File: src/rtl/prio_ser_pkg.sv
// Shared types for the priority serializer: FSM state encoding and state enum.
// Latency: none (declarations only).
// Backpressure: not applicable.
package prio_ser_pkg;

   // Explicit 2-bit codes so the state register width never depends on tool enum sizing.
   localparam logic [1:0] ST_IDLE  = 2'd0;
   localparam logic [1:0] ST_DRAIN = 2'd1;
   localparam logic [1:0] ST_ZERO  = 2'd2;

   typedef enum logic [1:0] {
      IDLE  = ST_IDLE,
      DRAIN = ST_DRAIN,
      ZERO  = ST_ZERO
   } state_t;

endpackage

File: src/rtl/prio_enc_comb.sv
// Pure combinational priority encoder: vec -> index of winning set bit, plus any-bit flag.
// Latency: combinational, zero cycles.
// Backpressure: not applicable; idx is 0 when vec is all zero.
module prio_enc_comb #(
   parameter int W         = 8,
   parameter bit MSB_FIRST = 1'b1,
   localparam int IW       = $clog2(W)
) (
   input  logic [W-1:0]  vec,
   output logic [IW-1:0] idx,
   output logic          any
);

   // Scan in reverse priority order so the last hit seen is the winner.
   always_comb begin
      idx = '0;
      any = |vec;
      if (MSB_FIRST) begin
         for (int i = 0; i < W; i++) begin
            if (vec[i]) idx = IW'(i);
         end
      end else begin
         for (int i = W - 1; i >= 0; i--) begin
            if (vec[i]) idx = IW'(i);
         end
      end
   end

endmodule

File: src/rtl/priority_serializer.sv
// Captures a W-bit request vector and emits each set bit's index, one per beat, in priority order.
// Latency: first beat one cycle after the input handshake; k set bits take k beats plus one IDLE cycle.
// Backpressure: out_ready low freezes the current beat; in_ready is high only in IDLE. Optional out_last via PRIO_SER_LAST_EN.
module priority_serializer #(
   parameter int W         = 8,
   parameter bit MSB_FIRST = 1'b1,
   localparam int IW       = $clog2(W)
) (
   input  logic          clk,
   input  logic          rst,
   input  logic          in_valid,
   output logic          in_ready,
   input  logic [W-1:0]  in_req,
   output logic          out_valid,
   input  logic          out_ready,
   output logic [IW-1:0] out_idx,
   output logic          out_empty
`ifdef PRIO_SER_LAST_EN
   ,
   output logic          out_last
`endif
);

   import prio_ser_pkg::*;

   state_t        state;
   state_t        state_nxt;
   logic [W-1:0]  pend;
   logic [W-1:0]  pend_clr;
   logic [IW-1:0] enc_idx;
   logic          enc_any;
   logic          pend_single;
   logic          in_hs;

   // Winner of the pending vector; every output is decoded from pend and state only.
   prio_enc_comb #(
      .W         (W),
      .MSB_FIRST (MSB_FIRST)
   ) u_enc (
      .vec (pend),
      .idx (enc_idx),
      .any (enc_any)
   );

   // Pending vector with the current winner removed; empty result means this is the final beat.
   assign pend_clr    = pend & ~(W'(1) << enc_idx);
   assign pend_single = enc_any && (pend_clr == '0);
   assign in_hs       = in_valid && (state == IDLE);

   // State register.
   always_ff @(posedge clk) begin
      if (rst) state <= IDLE;
      else     state <= state_nxt;
   end

   // Next-state: capture in IDLE, drain one bit per accepted beat, single beat for zero vectors.
   always_comb begin
      state_nxt = state;
      case (state)
         IDLE: begin
            if (in_valid) state_nxt = (in_req != '0) ? DRAIN : ZERO;
         end
         DRAIN: begin
            // pend can't be empty here; returning to IDLE keeps the FSM from wedging if it ever is.
            if (!enc_any)                       state_nxt = IDLE;
            else if (out_ready && pend_single)  state_nxt = IDLE;
         end
         ZERO: begin
            if (out_ready) state_nxt = IDLE;
         end
         default: state_nxt = IDLE;
      endcase
   end

   // Pending-bit register: loaded only on the input handshake, one bit cleared per accepted beat.
   always_ff @(posedge clk) begin
      if (rst) begin
         pend <= '0;
      end else if (in_hs) begin
         pend <= in_req;
      end else if ((state == DRAIN) && out_ready) begin
         pend <= pend_clr;
      end
   end

   // Output decode from registered state and pend; no input reaches an output combinationally.
   always_comb begin
      in_ready  = 1'b0;
      out_valid = 1'b0;
      out_idx   = '0;
      out_empty = 1'b0;
`ifdef PRIO_SER_LAST_EN
      out_last  = 1'b0;
`endif
      case (state)
         IDLE: begin
            in_ready = 1'b1;
         end
         DRAIN: begin
            out_valid = 1'b1;
            out_idx   = enc_idx;
`ifdef PRIO_SER_LAST_EN
            out_last  = pend_single;
`endif
         end
         ZERO: begin
            out_valid = 1'b1;
            out_empty = 1'b1;
`ifdef PRIO_SER_LAST_EN
            out_last  = 1'b1;
`endif
         end
         default: begin
            in_ready = 1'b0;
         end
      endcase
   end

endmodule

File: config.mk
export PLATFORM = sky130hd
export DESIGN_NAME = priority_serializer
export DESIGN_NICKNAME = d
export VERILOG_FILES = /design/src/rtl/prio_ser_pkg.sv /design/src/rtl/prio_enc_comb.sv /design/src/rtl/priority_serializer.sv
export SDC_FILE = /design/constraint.sdc
export NUM_CORES = 1
export LEC_CHECK = 0
export BUFFER_PORTS_ARGS = -buffer_cell sky130_fd_sc_hd__buf_4
export CORE_AREA = 4 4 44 46
export DETAILED_ROUTE_END_ITERATION = 8
export DIE_AREA = 0 0 48 50
export PLACE_DENSITY = 0.69
export SETUP_SLACK_MARGIN = 0.05
export SLEW_MARGIN = 0
export SYNTH_ARGS = -nofsm -noshare
export SYNTH_HDL_FRONTEND = slang
export SYNTH_SLANG_ARGS = --single-unit
File: constraint.sdc
create_clock -name clk -period 2 [get_ports clk]
set_input_delay 0.4 -clock clk [delete_from_list [all_inputs] [get_ports clk]]
set_output_delay 0.4 -clock clk [all_outputs]
set_load 0.005 [all_outputs]
---- Word level (Yosys, flattened, before mapping) ----
Index checks and enable logic that the tools add are counted.
operators by class
  equal/unequal tests ..................... 5
  shifts and indexed selects .............. 1
  mux-type cells .......................... 19
  bitwise operators ....................... 2
  reductions and logical operators ........ 11
operators with widths
  kind                                                 number
  2-to-1 mux 8 bit                                     2
  2-to-1 mux 3 bit                                     5
  2-to-1 mux 2 bit                                     7
  bitwise AND 8 bit                                    1
  zero test 8 bit                                      1
  NOT 8 bit                                            1
  nonzero test 8 bit                                   1
  OR reduction 8 bit                                   1
  << shifter 1 x 3 -> 8 bit, first input constant      1
  case mux 2 bit (3 select lines)                      1
  logical AND 1 bit                                    4
  2-to-1 mux 1 bit                                     4
  inequality test 2 bit, second input constant         2
  inequality test 3 bit, second input constant         1
  AND reduction 3 bit                                  1
  equality test 2 x 1 -> 1 bit, second input constant  1
  equality test 2 bit, second input constant           1
  zero test 2 bit                                      1
  nonzero test 2 bit                                   1
  OR reduction 2 bit                                   1
word-level totals
  flip-flop bits (word level) ............. 10
  input bits .............................. 12
  word-level logic and storage cells ...... 40

---- Logic depth before layout (Yosys ltp) ----
  depth in word-level cells ............... 16
  depth in mapped cells ................... 7
  mapped depth without buffers ............ 7

---- Modules after synthesis ----
A second synthesis with hierarchy kept.
second synthesis, totals
  cell total of the unflattened synthesis .. 93
  area, all modules ....................... 755.7 um2
modules (own cells, without submodules)
  module               instances  cells each  area an instance (um2)  seq. area each (um2)
  priority_serializer  1          81          689.4                   200.2
  prio_enc_comb        1          12          66.3                    0.0

---- Worst setup path before layout ----
Ideal clock, no wire load.
  path kind ............................... register to register
  start ................................... reg pend[7]
  end ..................................... reg state[0]
  setup time .............................. 79 ps
  data arrival time ....................... 2106 ps
  slack ................................... -185 ps
  cell stages (with the launch flop) ...... 7
  path buffers ............................ 1
  clock period less this slack ............ 2185 ps
  cell sequence ........................... dfxtp_1 -> clkbuf_1 -> or4_4 -> or3_1 -> maj3_2 -> or4_1 -> o211ai_1
between the ends
  longest elaborated chain between the ends .. 9
  elaborated cells on any way between the ends .. 12
ends and longest elaborated chain
  what                                    line                       text
  start, declared                         priority_serializer.sv:28  logic [W-1:0] pend;
  start signal, assigned                  priority_serializer.sv:80  pend <= in_req;
  start signal, assigned                  priority_serializer.sv:82  pend <= pend_clr;
  2-to-1 mux 3 bit                        prio_enc_comb.sv:20        if (vec[i]) idx = IW'(i);
  << shifter 1 x 3 -> 8 bit               priority_serializer.sv:46  assign pend_clr = pend & ~(W'(1) << enc_idx);
  NOT 8 bit                               priority_serializer.sv:46
  bitwise AND 8 bit                       priority_serializer.sv:46
  zero test 8 bit                         priority_serializer.sv:47  assign pend_single = enc_any && (pend_clr == '0);
  logical AND 1 bit                       priority_serializer.sv:47
  logical AND 1 bit                       priority_serializer.sv:66  else if (out_ready && pend_single) state_nxt = IDLE;
  inequality test 3 bit (no source line)  n/a
  AND reduction 3 bit (no source line)    n/a
  end signal, assigned                    priority_serializer.sv:53  else state <= state_nxt;
  end, declared                           priority_serializer.sv:26  state_t state;
Several ways; a longest one is shown, not always the timed one.
A chain may end at the register's enable or synchronous reset.

---- Worst setup path in the final report ----
  start ................................... reg pend[4]
  end ..................................... reg state[0]
between the ends
  longest elaborated chain between the ends .. 12
  elaborated cells on any way between the ends .. 15
ends and longest elaborated chain
  what                                    line
  2-to-1 mux 3 bit (4 in a row)           prio_enc_comb.sv:20
  << shifter 1 x 3 -> 8 bit               priority_serializer.sv:46
  NOT 8 bit                               priority_serializer.sv:46
  bitwise AND 8 bit                       priority_serializer.sv:46
  zero test 8 bit                         priority_serializer.sv:47
  logical AND 1 bit                       priority_serializer.sv:47
  logical AND 1 bit                       priority_serializer.sv:66
  inequality test 3 bit (no source line)  n/a
  AND reduction 3 bit (no source line)    n/a
Several ways; a longest one is shown, not always the timed one.

==> summary.md <==
| Metric | Value |
|---|---|
| Worst setup path category | register to register |
| Max Transition Viols Final | 0 |
| Crit path DAT | about 2.3 ns |
| Required time of the critical path | 2.18 ns |
| Worst-case setup margin in the final layout | -0.0996 ns |
| Post-Syn Area | approximately 660 um^2 |
| Die boundary height | 50 um |
| Max-slew headroom at the worst pin | roughly 67% |
| Area used by multi-input combinational logic | 449 um^2 |
| Startpoint kind of the worst setup timing path | register |
| Number of placement rows | 14 |
| Share of the clock period used by the worst path | 105% |
| Number of flops mapped to enable cells by yosys | 0 |
| Status | finished, violations left |
| Number of routed nets with antenna violations | 0 |
| Highest-count cells in the layout ignoring fill and taps | sky130_fd_sc_hd__buf_4 (26), sky130_fd_sc_hd__nand2_1 (11), sky130_fd_sc_hd__a21oi_1 (10), sky130_fd_sc_hd__dfxtp_1 (8) |
| Top FF cell, synth | sky130_fd_sc_hd__dfxtp_1 |
| Total negative slack | -0.190 ns |
| Sequential standard cell area | 203 um^2 |
| Worst-case vdd ir drop | 0.000379 V |
| Leakage power summed over all cells | 0.375 nW |
| First-pass GRT wire length | 3000 um |
| Final setup violating endpoints | 2 |
| Count of state elements after synthesis | 10 |
| Area grow syn2layout | 37.8% |
| Maximum number of pins on one net before global-route repair | 13 |
| Synth top area share | 30.2% |
| Unrepaired setup endpoints after global routing | true |
| Clock tree from TritonCTS | built |
| Library cell used as clock root buffer | sky130_fd_sc_hd__clkbuf_4 |
| Number of instances in the synthesized netlist | 86 |
| Floorplan Core Area | between 1500 and 2000 um^2 |
| Syn_area_per_cell | 7.70 um^2 |
| Antenna fix cells | 0 |
| Post-route core utilization | ~60% |
| Total congestion overflow after global routing | 0 |
| First-pass iteration count of the detailed router | 4 |
| GRT Util Overall | 17.1% |
| Number of buffers added by the clock tree synthesis step | 3 |
| Total power density per cell area | approximately 920 nW/um^2 |
| Die Wd | 48 um |
| Drt total wl | 1750 um |
| Commonest non-fill, non-tap cell in the layout | sky130_fd_sc_hd__buf_4 |
| Dominant cells by area after synthesis | sky130_fd_sc_hd__dfxtp_1 (30%), sky130_fd_sc_hd__a21oi_1 (7.6%), sky130_fd_sc_hd__nand2_1 (6.2%), sky130_fd_sc_hd__ha_1 (5.7%), sky130_fd_sc_hd__o211ai_1 (5.7%) |
| # clock sinks | 10 |
| Proportion of layout cells with a drive suffix above 1 | 36.6% |
| Non-filler cells, final | 128 |
| Die ar. | 2400 um^2 |
| Fin crit period | 2.10 ns |
| Count of max-cap constraint violations | 0 |
| Yosys warnings | 0 |
| Final weighted congestion in routability-driven placement | 0.892 |
| Initial antenna violation count | 0 |
| Number of hold-slack violations in the final timing report | 0 |
| Highest net fanout along the worst path | 4 |
| Post-synthesis net count | 101 |
| Number of global-route vias before repair | 686 |
| Slew at the pin closest to its max-slew limit | 0.497 ns |
| Layout net count | 129 |
| Average wire length per cell after detail routing | 13.7 um |
| Max Buffers Root-to-Sink | 2 |
| Number of ports placed on the die boundary | 18 |
| Vias | 737 |
| Number of H-tree branching levels | 1 |
| HP Class | input pin to register |
| Worst-skew pair later-pin latency | 0.26 ns |
| Total of buffers placed on input and output ports | 17 |
| Biggest area consumer among synthesized cells | sky130_fd_sc_hd__dfxtp_1 |
| Via-per-instance ratio | about 5.8 |
| Nature of the critical path endpoint | register |
| DRC viols | 0 |
| Worst setup skew after layout | 0.00105 ns |
| Unique masters post-synth | 33 |
| Placed cell count | 125 |
| Starting DRT DRC Count | 13 |
| Initial Util | 43.9% |
| Worst setup slack before clock tree synthesis | -0.199 ns |
| Fillers | 140 |
| Share of synthesized registers carrying an async set or reset | 0% |
| HPWL after detailed placement | 1400 um |
| Worst hold-check slack | about 0.38 ns |
| Highest clock frequency the design can meet | 476 MHz |
| Violated checks | setup timing |
| Register-to-Register Setup Slack | -0.1 ns |
| Sequential element share of the synthesized area | slightly above 30% |
| Worst-path clk slew | 0.06 ns |
what timing repair did:
item                                    CTS  global route
buffers inserted                          0             0
pin swaps                                 4             5
endpoints found under the setup margin    3             4
resized for setup                         2             6
hold buffers                              0             0
critical path, stage by stage (launching register included):
cell and delay, ns:
sky130_fd_sc_hd__dfxtp_2 0.32, sky130_fd_sc_hd__or4_4 0.52, sky130_fd_sc_hd__or3_1 0.32, sky130_fd_sc_hd__maj3_2 0.34, sky130_fd_sc_hd__or4_1 0.41, sky130_fd_sc_hd__o211ai_1 0.11
sequential cells by signal, indices dropped and copies added, names as in the netlist:
register and cells:
state 2, pend 8
kinds of logic after synthesis:
kind of cell	after synthesis	share of synthesized area [%]
adders and majority gates	5	8.89
DFF	10	30.2
buffers and inverters	9	5.10
and+or+nand+nor	38	31.9
AOI/OAI and AO/OA	24	23.8
per-stage QoR:
step	power [mW]	instance area (um^2)
2_1_floorplan	0.506	666
3_3_place_gp	0.677	868
3_5_place_dp	0.688	868
4_1_cts	0.833	891
5_1_grt	0.915	912
6_report	0.842	912
power by group:
| part | switching (mW) | internal [mW] |
|---|---|---|
| clock | 0.0664 | 0.0695 |
| sequential | 0.0234 | 0.233 |
| combinational | 0.223 | 0.227 |
area by class of cell:
cell class	count	share of cell area [%]
inverter	6	2.47
clock buffer	3	2.47
tap	16	2.19
timing repair buffer	26	21.4
multi-input combinational	67	49.2
sequential	10	22.2
cell usage after synthesis, types with 2 or more instances:
master,count
sky130_fd_sc_hd__a21oi_1,10
sky130_fd_sc_hd__clkbuf_1,3
sky130_fd_sc_hd__dfxtp_1,10
sky130_fd_sc_hd__ha_1,3
sky130_fd_sc_hd__inv_1,6
sky130_fd_sc_hd__nand2_1,11
sky130_fd_sc_hd__nand3_1,4
sky130_fd_sc_hd__nor2_1,5
sky130_fd_sc_hd__nor4_1,2
sky130_fd_sc_hd__o211ai_1,5
sky130_fd_sc_hd__o311ai_0,2
sky130_fd_sc_hd__or3_1,2
sky130_fd_sc_hd__or3_2,2
sky130_fd_sc_hd__or4_1,2
path summary, 6_finish.rpt:
kind,startpoint,endpoint,cells after the start
worst max register to register,pend[4],state[0],5
worst max-delay path,pend[4],state[0],5
worst min-delay path,in_req[2],pend[2],3
worst min register to register,pend[1],pend[1],2
layer usage:
layer	global-route usage (%)	vias up	routed length [um]
met1	22.8	328	786
met3	2.18	4	122
li1	-	373	-
met4	8.52	0	34
met2	25.8	32	811
met5	0	-	0
Note: power is estimated with default switching activity, not from simulation.
